`config.mk`:
```
export PLATFORM = sky130hd
export DESIGN_NAME = nfca_rx_frame_ctrl
export DESIGN_NICKNAME = d
export VERILOG_FILES = /design/src/rtl/nfca_rx_frame_ctrl.sv
export SDC_FILE = /design/constraint.sdc
export NUM_CORES = 1
export LEC_CHECK = 0
export BUFFER_PORTS_ARGS = -buffer_cell sky130_fd_sc_hd__clkbuf_2
export CAP_MARGIN = 0
export CORE_UTILIZATION = 55
export DETAILED_ROUTE_END_ITERATION = 8
export MAX_ROUTING_LAYER = met4
export PLACE_DENSITY = 0.8
export SLEW_MARGIN = 10
export SYNTH_ARGS = -nofsm -noshare
export SYNTH_HDL_FRONTEND = slang
export SYNTH_SLANG_ARGS = --single-unit
```
`constraint.sdc`:
```
create_clock -name clk -period 3.55 [get_ports clk]
set_input_delay 0.71 -clock clk [delete_from_list [all_inputs] [get_ports clk]]
set_output_delay 0.71 -clock clk [all_outputs]
set_load 0.01 [all_outputs]
```
`src/rtl/nfca_rx_frame_ctrl.sv`:
```
// nfca_rx_frame_ctrl
// Sequences the NFC-A RX byte assembler for one PICC response frame:
// guard time after the request, enabling the assembler (rx_on), frame-wait
// timeout, forwarding data beats and emitting a one-cycle frame summary.
//
// Ports:
//   clk, rst           system clock, asynchronous active-high reset
//   start              open a receive window (ignored while busy)
//   start_remainb      bits remaining in an incomplete first byte (latched)
//   start_timeout      frame-wait limit in clk cycles, 0 = TIMEOUT_DEFAULT
//   abort              terminate the current window
//   rx_col             collision-end pulse from the bit parser (sticky flag)
//   busy, rx_on        window active / byte assembler enable
//   remainb            latched start_remainb
//   rx_t*              byte beats from the assembler (no backpressure)
//   o_valid/o_data/o_bits  forwarded data byte, one-cycle strobe
//   frame_*            frame summary, valid with the frame_done pulse and
//                      held until the next frame_done
//   dbg_state          current FSM state
//
// Beat interface: a beat is transferred in every cycle rx_tvalid is high;
// there is no ready, the assembler never waits. o_valid likewise carries no
// ready and is a single-cycle strobe per forwarded byte.
module nfca_rx_frame_ctrl #(
  parameter int                      GUARD_CYCLES    = 512,
  parameter int                      TIMEOUT_W       = 20,
  parameter logic [TIMEOUT_W-1:0]    TIMEOUT_DEFAULT = 20'd400000,
  parameter int                      MAX_BYTES       = 64,
  parameter int                      LEN_W           = $clog2(MAX_BYTES+1)
) (
  input  logic                 clk,
  input  logic                 rst,
  input  logic                 start,
  input  logic [2:0]           start_remainb,
  input  logic [TIMEOUT_W-1:0] start_timeout,
  input  logic                 abort,
  input  logic                 rx_col,
  output logic                 busy,
  output logic                 rx_on,
  output logic [2:0]           remainb,
  input  logic                 rx_tvalid,
  input  logic [7:0]           rx_tdata,
  input  logic [3:0]           rx_tdatab,
  input  logic                 rx_tend,
  input  logic                 rx_terr,
  output logic                 o_valid,
  output logic [7:0]           o_data,
  output logic [3:0]           o_bits,
  output logic                 frame_done,
  output logic [LEN_W-1:0]     frame_len,
  output logic [3:0]           frame_lastbits,
  output logic                 frame_col,
  output logic                 frame_err,
  output logic                 frame_timeout,
  output logic [2:0]           dbg_state
);

  localparam int GW = $clog2(GUARD_CYCLES + 1);

  typedef enum logic [2:0] {
    S_IDLE, S_GUARD, S_LISTEN, S_RECV, S_DRAIN, S_DONE
  } state_t;

  state_t               state_q, state_d;
  logic [GW-1:0]        guard_q, guard_d;
  logic [TIMEOUT_W-1:0] tmo_q, tmo_d;
  logic                 drain_q, drain_d;
  logic [LEN_W-1:0]     len_q, len_d;
  logic [3:0]           lastbits_q, lastbits_d;
  logic                 col_q, col_d, err_q, err_d, tout_q, tout_d;
  logic                 busy_q, busy_d, rx_on_q, rx_on_d;
  logic [2:0]           remainb_q, remainb_d;
  logic                 o_valid_q, o_valid_d;
  logic [7:0]           o_data_q, o_data_d;
  logic [3:0]           o_bits_q, o_bits_d;
  logic                 frame_done_q, frame_done_d;
  logic [LEN_W-1:0]     frame_len_q, frame_len_d;
  logic [3:0]           frame_lastbits_q, frame_lastbits_d;
  logic                 frame_col_q, frame_col_d, frame_err_q, frame_err_d;
  logic                 frame_timeout_q, frame_timeout_d;

  always_comb begin
    state_d          = state_q;
    guard_d          = guard_q;
    tmo_d            = tmo_q;
    drain_d          = 1'b0;
    len_d            = len_q;
    lastbits_d       = lastbits_q;
    col_d            = col_q;
    err_d            = err_q;
    tout_d           = tout_q;
    remainb_d        = remainb_q;
    o_valid_d        = 1'b0;
    o_data_d         = o_data_q;
    o_bits_d         = o_bits_q;
    frame_done_d     = 1'b0;
    frame_len_d      = frame_len_q;
    frame_lastbits_d = frame_lastbits_q;
    frame_col_d      = frame_col_q;
    frame_err_d      = frame_err_q;
    frame_timeout_d  = frame_timeout_q;

    case (state_q)
      S_IDLE: begin
        if (start) begin
          remainb_d  = start_remainb;
          tmo_d      = (start_timeout == '0) ? TIMEOUT_DEFAULT : start_timeout;
          guard_d    = GW'(GUARD_CYCLES - 1);
          len_d      = '0;
          lastbits_d = '0;
          col_d      = 1'b0;
          err_d      = 1'b0;
          tout_d     = 1'b0;
          state_d    = S_GUARD;
        end
      end
      S_GUARD: begin
        if (abort) begin
          err_d   = 1'b1;
          state_d = S_DRAIN;
        end else if (guard_q == '0) begin
          state_d = S_LISTEN;
        end else begin
          guard_d = guard_q - 1'b1;
        end
      end
      S_LISTEN, S_RECV: begin
        if (rx_col) col_d = 1'b1;
        // Priority: abort, then the beat, then timeout expiry.
        if (abort) begin
          err_d   = 1'b1;
          state_d = S_DRAIN;
        end else if (rx_tvalid) begin
          if (rx_tdatab != 4'd0 && len_q == LEN_W'(MAX_BYTES)) begin
            // Overflow: the beat is dropped and the window is closed.
            err_d   = 1'b1;
            state_d = S_DRAIN;
          end else begin
            if (rx_tdatab != 4'd0) begin
              o_valid_d  = 1'b1;
              o_data_d   = rx_tdata;
              o_bits_d   = rx_tdatab;
              len_d      = len_q + 1'b1;
              lastbits_d = rx_tdatab;
            end
            if (rx_tend) begin
              err_d   = err_q | rx_terr;
              state_d = S_DRAIN;
            end else begin
              state_d = S_RECV;
            end
          end
        end else if (state_q == S_LISTEN) begin
          // rx_on stays high for exactly the latched number of cycles.
          if (tmo_q <= TIMEOUT_W'(1)) begin
            tout_d  = 1'b1;
            state_d = S_DRAIN;
          end else begin
            tmo_d = tmo_q - 1'b1;
          end
        end
      end
      S_DRAIN: begin
        // Two cycles with rx_on low; beats here (including the assembler's
        // rx_on-off error beat) are discarded.
        if (!drain_q) begin
          drain_d = 1'b1;
        end else begin
          state_d          = S_DONE;
          frame_done_d     = 1'b1;
          frame_len_d      = len_q;
          frame_lastbits_d = lastbits_q;
          frame_col_d      = col_q;
          frame_err_d      = err_q;
          frame_timeout_d  = tout_q;
        end
      end
      S_DONE:  state_d = S_IDLE;
      default: state_d = S_IDLE;
    endcase

    busy_d  = (state_d != S_IDLE);
    rx_on_d = (state_d == S_LISTEN) || (state_d == S_RECV);
  end

  always_ff @(posedge clk or posedge rst) begin
    if (rst) begin
      state_q          <= S_IDLE;
      guard_q          <= '0;
      tmo_q            <= '0;
      drain_q          <= 1'b0;
      len_q            <= '0;
      lastbits_q       <= '0;
      col_q            <= 1'b0;
      err_q            <= 1'b0;
      tout_q           <= 1'b0;
      busy_q           <= 1'b0;
      rx_on_q          <= 1'b0;
      remainb_q        <= '0;
      o_valid_q        <= 1'b0;
      o_data_q         <= '0;
      o_bits_q         <= '0;
      frame_done_q     <= 1'b0;
      frame_len_q      <= '0;
      frame_lastbits_q <= '0;
      frame_col_q      <= 1'b0;
      frame_err_q      <= 1'b0;
      frame_timeout_q  <= 1'b0;
    end else begin
      state_q          <= state_d;
      guard_q          <= guard_d;
      tmo_q            <= tmo_d;
      drain_q          <= drain_d;
      len_q            <= len_d;
      lastbits_q       <= lastbits_d;
      col_q            <= col_d;
      err_q            <= err_d;
      tout_q           <= tout_d;
      busy_q           <= busy_d;
      rx_on_q          <= rx_on_d;
      remainb_q        <= remainb_d;
      o_valid_q        <= o_valid_d;
      o_data_q         <= o_data_d;
      o_bits_q         <= o_bits_d;
      frame_done_q     <= frame_done_d;
      frame_len_q      <= frame_len_d;
      frame_lastbits_q <= frame_lastbits_d;
      frame_col_q      <= frame_col_d;
      frame_err_q      <= frame_err_d;
      frame_timeout_q  <= frame_timeout_d;
    end
  end

  assign busy           = busy_q;
  assign rx_on          = rx_on_q;
  assign remainb        = remainb_q;
  assign o_valid        = o_valid_q;
  assign o_data         = o_data_q;
  assign o_bits         = o_bits_q;
  assign frame_done     = frame_done_q;
  assign frame_len      = frame_len_q;
  assign frame_lastbits = frame_lastbits_q;
  assign frame_col      = frame_col_q;
  assign frame_err      = frame_err_q;
  assign frame_timeout  = frame_timeout_q;
  assign dbg_state      = state_q;

endmodule

```
Word-level counts from Yosys, hierarchy flattened
Index checks and enable logic that the tools add are counted.
W data, S select, Z words.
{"block": "op_classes", "n_mux": 57, "reduce_logical": 20, "eq_ne": 22, "bitwise_logic": 3, "n_lt_le_gt_ge": 1, "n_addsub": 3}
{"op": "$mux W20", "n": 6}
{"op": "$pmux W20 S2", "n": 1}
{"op": "$mux W7", "n": 5}
{"op": "$mux W10", "n": 3}
{"op": "$mux W3", "n": 10}
{"op": "$ne A2 B2 Y1 const B", "n": 13}
{"op": "$le A20 B1 Y1 const B", "n": 1}
{"op": "$logic_not A20 Y1", "n": 1}
{"op": "$mux W1", "n": 20}
{"op": "$mux W4", "n": 5}
{"op": "$pmux W10 S2", "n": 1}
{"op": "$sub A20 B1 Y20 const B", "n": 1}
{"op": "$reduce_and A6 Y1", "n": 3}
{"op": "$pmux W7 S2", "n": 1}
{"op": "$eq A3 B2 Y1 const B", "n": 4}
{"op": "$pmux W3 S4", "n": 1}
{"op": "$logic_not A10 Y1", "n": 1}
{"op": "$reduce_and A5 Y1", "n": 2}
{"op": "$sub A10 B1 Y10 const B", "n": 1}
{"op": "$pmux W4 S2", "n": 1}
{"op": "$add A7 B1 Y7 const B", "n": 1}
{"op": "$eq A7 B7 Y1 const B", "n": 1}
{"op": "$reduce_bool A3 Y1", "n": 2}
{"op": "$ne A4 B4 Y1 const B", "n": 1}
{"op": "other kinds (16)", "n": 20}
{"block": "totals", "inputBits": 43, "out_inout_bits": 36, "register_bits": 81, "wordCells": 127}

Depth between registers and ports, before layout
Gate-level depths: netlist (run 1).
{"block": "logic_depth", "ltp_word": 8, "mapped_depth": 8, "mapped_depth_nobuf": 7}

Worst setup path before layout (run 1)
No wires, ideal clock.
{"block": "synth_timing", "path_type": "input -> register", "startpoint": "input port abort", "endpoint": "register tmo_q[14]", "n_path_buf": 2, "arrival_time_ns": 2.379, "setup_ns": 0.122, "setup_slack_ns": 1.049, "cell_stages": 7, "t_required_ns": 3.428, "cell_sequence": "clkbuf_1 -> or3b_2 -> a211oi_1 -> o31a_1 -> buf_2 -> nand2_1 -> o2bb2ai_1"}
{"block": "synth_via", "elab_chain_len": 2}
{"element": "from (decl)", "line_no": "36", "rtl": "input logic abort,"}
{"element": "$ne A2 B2 Y1 (no line)"}
{"element": "$reduce_and A6 Y1 (no line)"}
{"element": "to (signal assigned)", "line_no": "212", "rtl": "tmo_q <= tmo_d;"}
{"element": "to (decl)", "line_no": "66", "rtl": "logic [TIMEOUT_W-1:0] tmo_q, tmo_d;"}
No other way between the ends.
A chain may end at the register's enable or synchronous reset.

Worst setup path after layout (run 1)
{"block": "layout_timing", "startpoint": "register tmo_q[13]", "endpoint": "register tmo_q[15]"}
{"block": "layout_via", "elab_chain_len": 6, "word_cells_on_any_way": 9, "classes_between": "add/sub: 1; order compare: 1; eq/ne: 1; mux: 5; reduce/logical: 1"}
{"element": "$sub A20 B1 Y20", "line_no": "159", "rtl": "tmo_d = tmo_q - 1'b1;"}
{"element": "$mux W20", "line_no": "155", "rtl": "if (tmo_q <= TIMEOUT_W'(1)) begin"}
{"element": "$mux W20", "line_no": "153", "rtl": "end else if (state_q == S_LISTEN) begin"}
{"element": "$mux W20", "line_no": "133", "rtl": "end else if (rx_tvalid) begin"}
{"element": "$mux W20", "line_no": "130", "rtl": "if (abort) begin"}
{"element": "$pmux W20 S2", "line_no": "103", "rtl": "case (state_q)"}
Several ways; a longest one is shown, not always the timed one. The select of a mux whose other input is x is not followed.

==> results.sh, run 1 <==
export IMPL_status="complete, no violations"
export IMPL_clock_latency_ps=360
export IMPL_vias_per_cell=5.897
export IMPL_drive_gt1_share_pct=29.48
export IMPL_hp_class="primary input to asynchronous set/reset pin"
export IMPL_cts_tree="yes"
export IMPL_dieWidth_um=88.40
export IMPL_htreeDepth=3
export IMPL_switching_share_pct=35.48
export IMPL_syn_avg_cell_area_um2=10.16
export IMPL_fin_crit_sh_pct=72.72
export IMPL_fmax_mhz=387.3
export IMPL_crit_path_end_kind="flip-flop"
export IMPL_ys_ff_latch=81
export IMPL_ctsHoldBuffers=0
export IMPL_antenna_found_initial=0
export IMPL_leakage_nw=2.233
export IMPL_pin_count=79
export IMPL_grt_overflow=0
export IMPL_clkTransAtPathRegs_ps=90
export IMPL_cts_sinks=81
export IMPL_synth_flop_cell="dfrtp_1"
export IMPL_first_global_vias=3300
export IMPL_firstDrtPassIters=5
export IMPL_p_per_area_nw_per_um2=591.7
export IMPL_hpwlAfterDp_mm=6.531
export IMPL_grtUsageTotal_pct=27.36
export IMPL_vias=3444
export IMPL_tightestPinTransition_ps=764.7
export IMPL_critPathMaxFanout=17
export IMPL_die_h_um=88.40
export IMPL_grt_max_degree=47
export IMPL_drcViolationCount=0
export IMPL_tns_ps=0
export IMPL_worstPathArrival_ps=2820
export IMPL_rrSetupSlack_ps=970
export IMPL_antenna_cells=0
export IMPL_p_total_mw=2.850
export IMPL_cp_required_ps=3790
export IMPL_finClkSkew_ps=11.68
export IMPL_synth_cell_area_um2=4105
export IMPL_cp_start_kind="flip-flop"
export IMPL_core_rowCount=31
export IMPL_yosysTopAreaCellShare_pct=49.38
export IMPL_min_period_ps=2582
export IMPL_cts_setup_buffers=0
export IMPL_ys_warnings_count=0
export IMPL_critPathKind="flip-flop to flip-flop"
export IMPL_cts_root_buf="clkbuf_8"
export IMPL_synth_edf_count=0
export IMPL_netSwitchingPower_mw=1.011
export IMPL_drt_iter0_markers=346
export IMPL_power_frac_comb_pct=26.8
export IMPL_syn_num_nets=452
export IMPL_syn_instance_count=404
export IMPL_finalSetupViolations=0
export IMPL_start_util_pct=56.90
export IMPL_yosysTopAreaCell="dfrtp_1"
export IMPL_wl_mm=9.358
export IMPL_sequentialPowerShare_pct=46.7
export IMPL_synth_async_reset_ratio_pct=100.0
export IMPL_cts_resized=0
export IMPL_relSlewSlack_pct=49.02
export IMPL_io_buffers=78
export IMPL_postRouteAntennaNets=0
export IMPL_maxSlewViolCount=0
export IMPL_syn_to_final_growth_pct=17.34
export IMPL_p_clk_share_pct=26.5
export IMPL_num_nets_final=528
export IMPL_gp_congestion=0.8810
export IMPL_hold_ws_ps=429.6
export IMPL_irDropWorstVdd_mv=0.2661
export IMPL_synth_area_top_cells="dfrtp_1, mux2_2, nand2_1"
export IMPL_die_area_um2=7814
export IMPL_rsz0062_at_grt="false"
export IMPL_coreArea_um2=7214
export IMPL_hold_viol=0
export IMPL_cap_violations=0
export IMPL_power_internal_mw=1.839
export IMPL_grt_pass1_wl_mm=15.78
export IMPL_ys_seq_area_share_pct=49.38
export IMPL_clockBufferDepth=2
export IMPL_cts_buffers=9
export IMPL_routedWlPerCell_um=16.02
export IMPL_synthDistinctLibCells=60
==> through the flow <==
| step | cell area, µm² | util [%] | worst slack (ps) | instances |
|---|---|---|---|---|
| 4_1_cts | 4817 | 66.77 | 934.3 | 584 |
| 3_3_place_gp | 4592 | 63.65 | 877.3 | 568 |
| 3_5_place_dp | 4592 | 63.65 | 817.0 | 568 |
| 6_report | 4817 | 66.77 | 968.3 | 584 |
| 5_1_grt | 4817 | 66.77 | 727.6 | 584 |
| 2_1_floorplan | 4105 | - | 759.9 | 404 |
==> power groups by stage <==
stage / logic, mW / registers [mW] / clock network (mW)
after floorplan: 0.570 / 1.29 / 0
after global placement: 0.737 / 1.33 / 0
after detailed placement: 0.768 / 1.34 / 0
after CTS: 0.768 / 1.32 / 0.777
after global routing: 0.863 / 1.36 / 0.808
final: 0.765 / 1.33 / 0.755
==> cells in the mapped netlist (all sizes together), types with 2 or more instances <==
library cell	count
a22oi	5
o21ai	32
nor4b	2
o21a	2
nand2	37
ha	5
mux2	27
or3b	2
o2111ai	4
nor2b	2
nand4	4
o2bb2ai	3
o22ai	4
xnor2	2
and2	3
inv	10
nor4	14
o31ai	7
a22o	7
o211ai	6
nor2	28
clkbuf	14
nand2b	4
a21oi	18
or4b	2
nand3	9
a21o	3
a211oi	3
a31oi	5
dfrtp	81
nor3	12
buf	8
or4	8
and3	5
xor2	10
==> worst paths after layout <==
kind,from,end,cells after the start
setup / recovery,tmo_q[13]$_DFFE_PP0P_,tmo_q[15]$_DFFE_PP0P_,5
hold / removal,rst,o_data[6]$_DFFE_PP0P_,2
setup reg to reg,tmo_q[13]$_DFFE_PP0P_,tmo_q[15]$_DFFE_PP0P_,5
hold reg to reg,drain_q$_DFF_PP0_,drain_q$_DFF_PP0_,1
max in group asynchronous,rst,tmo_q[16]$_DFFE_PP0P_,3
min in group clk,drain_q$_DFF_PP0_,drain_q$_DFF_PP0_,1
==> sequential cells by signal (all words and copies together) (netlist names), 3 cells and up <==
signal,flops
lastbits_q,4
o_data,8
guard_q,10
o_bits,4
len_q,7
remainb,3
frame_len,7
tmo_q,20
frame_lastbits,4
dbg_state,3
==> cells in the final DEF (no fill, tap or decap), types with 5 or more instances in the layout <==
cell type,instances
a21oi_1,18
a22o_1,7
a22oi_1,5
and3_1,5
buf_4,9
clkbuf_2,78
clkbuf_8,9
dfrtp_1,81
ha_1,5
inv_1,9
mux2_2,27
nand2_1,37
nand3_1,9
nor2_1,28
nor3_1,12
nor4_1,14
o21ai_0,24
o21ai_1,8
o31ai_1,6
xor2_1,10
==> per-layer routing <==
| layer | wire, µm | track usage (%) | vias up |
|---|---|---|---|
| met1 | 4083 | 34.64 | 1633 |
| li1 | - | - | 1657 |
| met3 | 598 | 6.530 | 16 |
| met2 | 4458 | 42.17 | 138 |
| met4 | 217 | 11.58 | 0 |
| met5 | 0 | - | - |
==> critical path, stage by stage (launching register included) <==
cell and delay (ps):
dfrtp_1 460, or4_4 600, or4_4 470, o31ai_4 630, nor2_1 110, o22a_1 200
==> cell type report <==
type	instances	area (µm²)
clock inverters	6	97.59
flip-flops and latches	81	2027
well taps	99	123.9
multi-input cells	291	1944
inverters	10	38.79
clock buffers	10	127.6
fillers	607	2397
repair buffers	87	457.9
==> cells by family after synthesis <==
kind of cell,count (synthesis),share of synthesized area [%]
AO/OA/AOI/OAI,107,17.68
XOR/XNOR,12,2.560
adder cells (fa/ha/maj),5,1.524
buffers and inverters,32,3.261
flip-flops,81,49.38
multiplexers,28,7.650
AND/OR/NAND/NOR,139,17.95
(Power assumes the default switching activity.)
==> run 2: changes to the inputs <==
--- a/config.mk
+++ b/config.mk
@@ -7,10 +7,10 @@
 export LEC_CHECK = 0
 export BUFFER_PORTS_ARGS = -buffer_cell sky130_fd_sc_hd__clkbuf_2
 export CAP_MARGIN = 0
-export CORE_UTILIZATION = 55
+export CORE_UTILIZATION = 50
 export DETAILED_ROUTE_END_ITERATION = 8
 export MAX_ROUTING_LAYER = met4
-export PLACE_DENSITY = 0.8
+export PLACE_DENSITY = 0.77
 export SLEW_MARGIN = 10
 export SYNTH_ARGS = -nofsm -noshare
 export SYNTH_HDL_FRONTEND = slang
==> constraint.sdc (replaced) <==
create_clock -name clk -period 2.2 [get_ports clk]
set_input_delay 0.44 -clock clk [delete_from_list [all_inputs] [get_ports clk]]
set_output_delay 0.44 -clock clk [all_outputs]
set_load 0.01 [all_outputs]
==> run 2 against run 1 <==
Compared with the run above:
- the flow now finishes with violations (negative setup slack)
- via count increased by 8.0%
- sequential power rose by 53%
- maximum frequency up 14%
- clock skew fell by 2.4 ps
- routed wire length grew 9.4%
- first-iteration DRC count down 21%
- final cell count is 8.2% higher
- clock power grew 60%
- die area is 9.8% higher
- worst hold slack worse by 330 ps
- count of clock-buffer cells in the layout down 1
- sequential cell count is the same
- critical path type unchanged
- largest power group unchanged
==> results.sh, run 2 (synthesized netlist as in run 1, its figures left out) <==
export IMPL_grt_pass1_wl_mm=16.90
export IMPL_crit_buf_inv=1
export IMPL_cts_root_buf="clkbuf_8"
export IMPL_drcViolationCount=0
export IMPL_start_util_pct=52.31
export IMPL_drive_gt1_share_pct=38.49
export IMPL_worstPathArrival_ps=2520
export IMPL_wl_mm=10.24
export IMPL_p_per_area_nw_per_um2=966.8
export IMPL_drt_iter0_markers=274
export IMPL_die_area_um2=8577
export IMPL_utilization_pct=67.36
export IMPL_htreeDepth=3
export IMPL_gp_congestion=0.8595
export IMPL_vias=3718
export IMPL_crit_path_end_kind="flip-flop"
export IMPL_timing_rr_start="tmo_q[9]$_DFFE_PP0P_"
export IMPL_maxSlewViolCount=0
export IMPL_cp_start_kind="flip-flop"
export IMPL_hpwlAfterDp_mm=7.422
export IMPL_fmax_mhz=441.4
export IMPL_cap_violations=0
export IMPL_rsz0062_at_grt="true"
export IMPL_final_cell_mix="dfrtp_1, clkbuf_2, buf_4"
export IMPL_fin_crit_sh_pct=103.0
export IMPL_core_rowCount=32
export IMPL_num_nets_final=573
export IMPL_dp_cells=614
export IMPL_first_global_vias=3589
export IMPL_clock_latency_ps=370
export IMPL_worst_path_max_delay_cell="or4_4"
export IMPL_pin_count=79
export IMPL_routedWlPerCell_um=16.20
export IMPL_cp_required_ps=2450
export IMPL_final_common_cell="dfrtp_1"
export IMPL_hp_class="primary input to asynchronous set/reset pin"
export IMPL_ctsHoldBuffers=0
export IMPL_final_cells=632
export IMPL_finalSetupViolations=12
export IMPL_finClkSkew_ps=9.264
export IMPL_min_period_ps=2266
export IMPL_leakage_nw=2.483
export IMPL_coreArea_um2=7848
export IMPL_status="finished with violations"
export IMPL_max_stage_delay_ps=550
export IMPL_ff2ff_path_depth=5
export IMPL_vias_per_cell=5.883
export IMPL_fillers=630
export IMPL_cts_sinks=81
export IMPL_tightestPinTransition_ps=559.0
export IMPL_critPathMaxFanout=24
export IMPL_cts_tree="yes"
export IMPL_layout_setup_ws_ps=-65.60
export IMPL_irDropWorstVdd_mv=0.6187
export IMPL_grt_max_degree=31
export IMPL_crit_chain="or4_4 > or4_4 > o31a_1 > buf_12 > a22o_1"
export IMPL_firstDrtPassIters=5
export IMPL_relSlewSlack_pct=62.65
export IMPL_hold_viol=0
export IMPL_grt_overflow=0
export IMPL_r2r_end="tmo_q[9]$_DFFE_PP0P_"
export IMPL_largest_reg_flops=20
export IMPL_cpLargestDelayFamily="simple AND/OR/NAND/NOR gates"
export IMPL_dieWidth_um=92.61
export IMPL_rrSetupSlack_ps=-70
export IMPL_syn_to_final_growth_pct=28.77
export IMPL_cts_buffers=9
export IMPL_cp_common_cell="or4_4"
export IMPL_clkTransAtPathRegs_ps=100
export IMPL_die_h_um=92.61
export IMPL_clockBufferDepth=2
export IMPL_largest_register="tmo_q"
export IMPL_io_buffers=78
export IMPL_antenna_found_initial=0
export IMPL_violations="negative setup slack"
export IMPL_postRouteAntennaNets=0
export IMPL_grtUsageTotal_pct=26.02
export IMPL_antenna_cells=0
export IMPL_critPathKind="flip-flop to flip-flop"
run 2: changes by cell type in the layout (fill, tap and decap cells not counted), moves of 2 or more:
cell,change
buf_6,+3
a21oi_1,-3
buf_4,+38
a21oi_2,+3
o21ai_2,+6
o21ai_0,-7
buf_12,+4
inv_8,+2
run 2: metrics by stage:
step                TNS (ps)  total power [mW]  cell area (µm²)  hold slack (ps)  worst slack (ps)
global placement      -11.24             3.706             4981            412.4            -6.276
finish                -332.4             5.111             5286            97.83            -65.60
floorplan             -90.30             3.018             4125            394.8            -29.89
detailed placement     -1027             3.796             4981            411.5            -111.7
CTS                   -572.6             5.095             5258            95.48            -74.80
global route           -1493             5.387             5286            128.3            -123.3
run 2: worst reg2reg max path: cells and delay by family (launching register included):
kind	cells	cell delay, ps
simple gates	2	1090
compound gates	2	510
flops	1	390
buf+inv	1	170
run 2: power breakdown:
part | internal (mW) | switching (mW)
logic | 0.873 | 0.996
clock network | 0.564 | 0.646
registers | 1.78 | 0.252
run 2: worst max path at each step:
| stage | startpoint | end | slack, ps | cells past startpoint |
|---|---|---|---|---|
| 2_1_floorplan | tmo_q[8]$_DFFE_PP0P_ | tmo_q[7]$_DFFE_PP0P_ | -30 | 5 |
| 3_3_place_gp | tmo_q[9]$_DFFE_PP0P_ | tmo_q[9]$_DFFE_PP0P_ | -6 | 5 |
| 3_5_place_dp | rx_tvalid | tmo_q[18]$_DFFE_PP0P_ | -110 | 7 |
| 4_1_cts | tmo_q[9]$_DFFE_PP0P_ | tmo_q[9]$_DFFE_PP0P_ | -70 | 5 |
| 5_1_grt | tmo_q[9]$_DFFE_PP0P_ | tmo_q[7]$_DFFE_PP0P_ | -120 | 5 |
| 6_report | tmo_q[9]$_DFFE_PP0P_ | tmo_q[9]$_DFFE_PP0P_ | -70 | 5 |
run 2: repair_timing:
item                                    4_1_cts  5_1_grt
gates cloned                                  1        0
setup buffers                                 2        0
gates resized for setup                      16       10
pin swaps                                     6        4
endpoints found under the setup margin       22       27
run 2: routing by layer:
metal  track usage, %  wire [µm]  vias to the layer above
li1                 -          -                     1751
met1            32.41       4337                     1798
met2            41.05       5057                      142
met3            5.993        561                       27
met4            10.90        283                        0
met5                -          0                        -
run 2: area by class of cell:
| cell class | count | area [µm²] | area share, % |
|---|---|---|---|
| sequential | 81 | 2027 | 38.34 |
| clock buffer | 9 | 123.9 | 2.343 |
| clock inverter | 7 | 97.59 | 1.846 |
| tap | 102 | 127.6 | 2.414 |
| timing repair buffer | 132 | 857.1 | 16.21 |
| multi-input combinational | 291 | 2012 | 38.06 |
| inverter | 10 | 41.29 | 0.7811 |
==> run 3: changes to the inputs <==
==> constraint.sdc (replaced) <==
create_clock -name clk -period 2 [get_ports clk]
set_input_delay 0.4 -clock clk [delete_from_list [all_inputs] [get_ports clk]]
set_output_delay 0.4 -clock clk [all_outputs]
set_load 0.01 [all_outputs]
==> run 3 against run 2 <==
Compared with the run above:
- the run still ends with negative setup slack left
- via count is 2.1% higher
- count of clock-buffer cells in the layout stayed put
- final area is 5.9% higher
- combinational power is 28% higher
- register-to-register slack worse by 250 ps
- non-clock buffer count is 27 higher
- first-iteration DRC count is 19% lower
- sequential power is 9% higher
- global-route usage is 1.1 points higher
- highest routed layer unchanged
==> results.sh, run 3 (synthesized netlist as in run 1, its figures left out) <==
export IMPL_relSlewSlack_pct=67.30
export IMPL_hold_viol=0
export IMPL_vias=3797
export IMPL_syn_to_final_growth_pct=36.36
export IMPL_hold_ws_ps=140.4
export IMPL_hpwlAfterDp_mm=7.318
export IMPL_placed_area_um2=5144
export IMPL_firstDrtPassIters=4
export IMPL_htreeDepth=3
export IMPL_grt_max_degree=82
export IMPL_antenna_cells=0
export IMPL_vias_per_cell=5.762
export IMPL_min_period_ps=2312
export IMPL_tightestPinTransition_ps=486.1
export IMPL_fmax_mhz=432.6
export IMPL_num_nets_final=600
export IMPL_finalSetupViolations=24
export IMPL_cts_sinks=81
export IMPL_fillers=584
export IMPL_drt_iter0_markers=222
export IMPL_ff2ff_path_depth=5
export IMPL_rrSetupSlack_ps=-310
export IMPL_hp_class="primary input to asynchronous set/reset pin"
export IMPL_final_cell_mix="dfrtp_1, clkbuf_2, buf_4"
export IMPL_io_buffers=78
export IMPL_largest_reg_flops=20
export IMPL_first_global_vias=3879
export IMPL_grtUsageTotal_pct=27.08
export IMPL_leakage_nw=2.626
export IMPL_irDropWorstVdd_mv=0.5399
export IMPL_critPathMaxFanout=24
export IMPL_status="finished with violations"
export IMPL_postLayoutCellArea_um2=5598
export IMPL_largest_register="tmo_q"
export IMPL_antenna_found_initial=0
export IMPL_drive_gt1_share_pct=43.27
export IMPL_worstPathArrival_ps=2550
export IMPL_cts_tree="yes"
export IMPL_maxSlewViolCount=0
export IMPL_ctsHoldBuffers=0
export IMPL_layout_setup_ws_ps=-311.5
export IMPL_routedWlPerCell_um=16.32
export IMPL_start_util_pct=52.31
export IMPL_cp_start_kind="flip-flop"
export IMPL_core_rowCount=32
export IMPL_die_h_um=92.61
export IMPL_violations="negative setup slack"
export IMPL_drcViolationCount=0
export IMPL_clock_latency_ps=350
export IMPL_coreArea_um2=7848
export IMPL_critPathKind="flip-flop to flip-flop"
export IMPL_cts_root_buf="clkbuf_8"
export IMPL_clkTransAtPathRegs_ps=80
export IMPL_grt_overflow=0
export IMPL_p_per_area_nw_per_um2=1050
export IMPL_finClkSkew_ps=12.65
export IMPL_dieWidth_um=92.61
export IMPL_fin_crit_sh_pct=115.6
export IMPL_rsz0062_at_grt="true"
export IMPL_cts_buffers=9
export IMPL_cap_violations=0
export IMPL_pin_count=79
export IMPL_final_common_cell="dfrtp_1"
export IMPL_postRouteAntennaNets=0
export IMPL_p_total_mw=5.879
export IMPL_die_area_um2=8577
export IMPL_clockBufferDepth=2
export IMPL_crit_path_end_kind="flip-flop"
export IMPL_cp_required_ps=2240
export IMPL_grt_pass1_wl_mm=17.78
export IMPL_wl_mm=10.76
export IMPL_gp_congestion=0.8441
## run 3: per-layer routing
layer / global-route usage, % / routed length (µm) / vias up / part of all wire (%)
li1: - / - / 1792 / -
met1: 33.77 / 4676 / 1861 / 43
met2: 44.57 / 5325 / 124 / 50
met3: 5.090 / 543 / 20 / 5.0
met4: 9.231 / 212 / 0 / 2.0
met5: - / 0 / - / 0
## run 3: repair_timing
item,CTS,global route
hold endpoints to repair,0,0
pin swaps,15,13
endpoints found under the setup margin,25,44
gates resized for setup,25,18
setup buffers,9,4
## run 3: per-stage QoR
| step | util, % | setup WS (ps) | cells | setup TNS (ps) |
|---|---|---|---|---|
| after floorplan | - | -229.5 | 404 | -3437 |
| after global placement | 65.55 | -196.6 | 631 | -3449 |
| after detailed placement | 65.55 | -258.2 | 631 | -4792 |
| after CTS | 70.14 | -288.3 | 656 | -4999 |
| after global routing | 71.33 | -347.0 | 659 | -7882 |
| final | 71.33 | -311.5 | 659 | -5835 |
## run 3: report_power, final
part | leakage [nW] | total [mW] | internal [mW] | switching (mW)
combinational | 1.50 | 2.40 | 1.19 | 1.21
clock | 0.100 | 1.27 | 0.603 | 0.669
sequential | 1.02 | 2.21 | 1.96 | 0.249
total | 2.63 | 5.88 | 3.75 | 2.13
## run 3: critical path, cell delays in order, from the launching register on
cell	delay [ps]
dfrtp_1	420
or4_4	550
or4_4	560
o31a_1	300
buf_12	170
a22o_1	210
## run 3: path summary, 6_finish.rpt
kind	end	start
worst max-delay path	tmo_q[7]$_DFFE_PP0P_	tmo_q[7]$_DFFE_PP0P_
worst min-delay path	o_data[4]$_DFFE_PP0P_	rst
worst max register to register	tmo_q[7]$_DFFE_PP0P_	tmo_q[7]$_DFFE_PP0P_
worst min register to register	drain_q$_DFF_PP0_	drain_q$_DFF_PP0_
max in group asynchronous	tmo_q[18]$_DFFE_PP0P_	rst
min in group clk	remainb[0]$_DFFE_PP0P_	start_remainb[0]
## run 3: area by class of cell
type	count	area, µm²	share of cell area (%)
sequential	81	2027	36.21
tap	102	127.6	2.280
clock buffer	9	123.9	2.213
timing repair buffer	159	1111	19.85
clock inverter	7	85.08	1.520
multi-input combinational	291	2082	37.19
inverter	10	41.29	0.7376
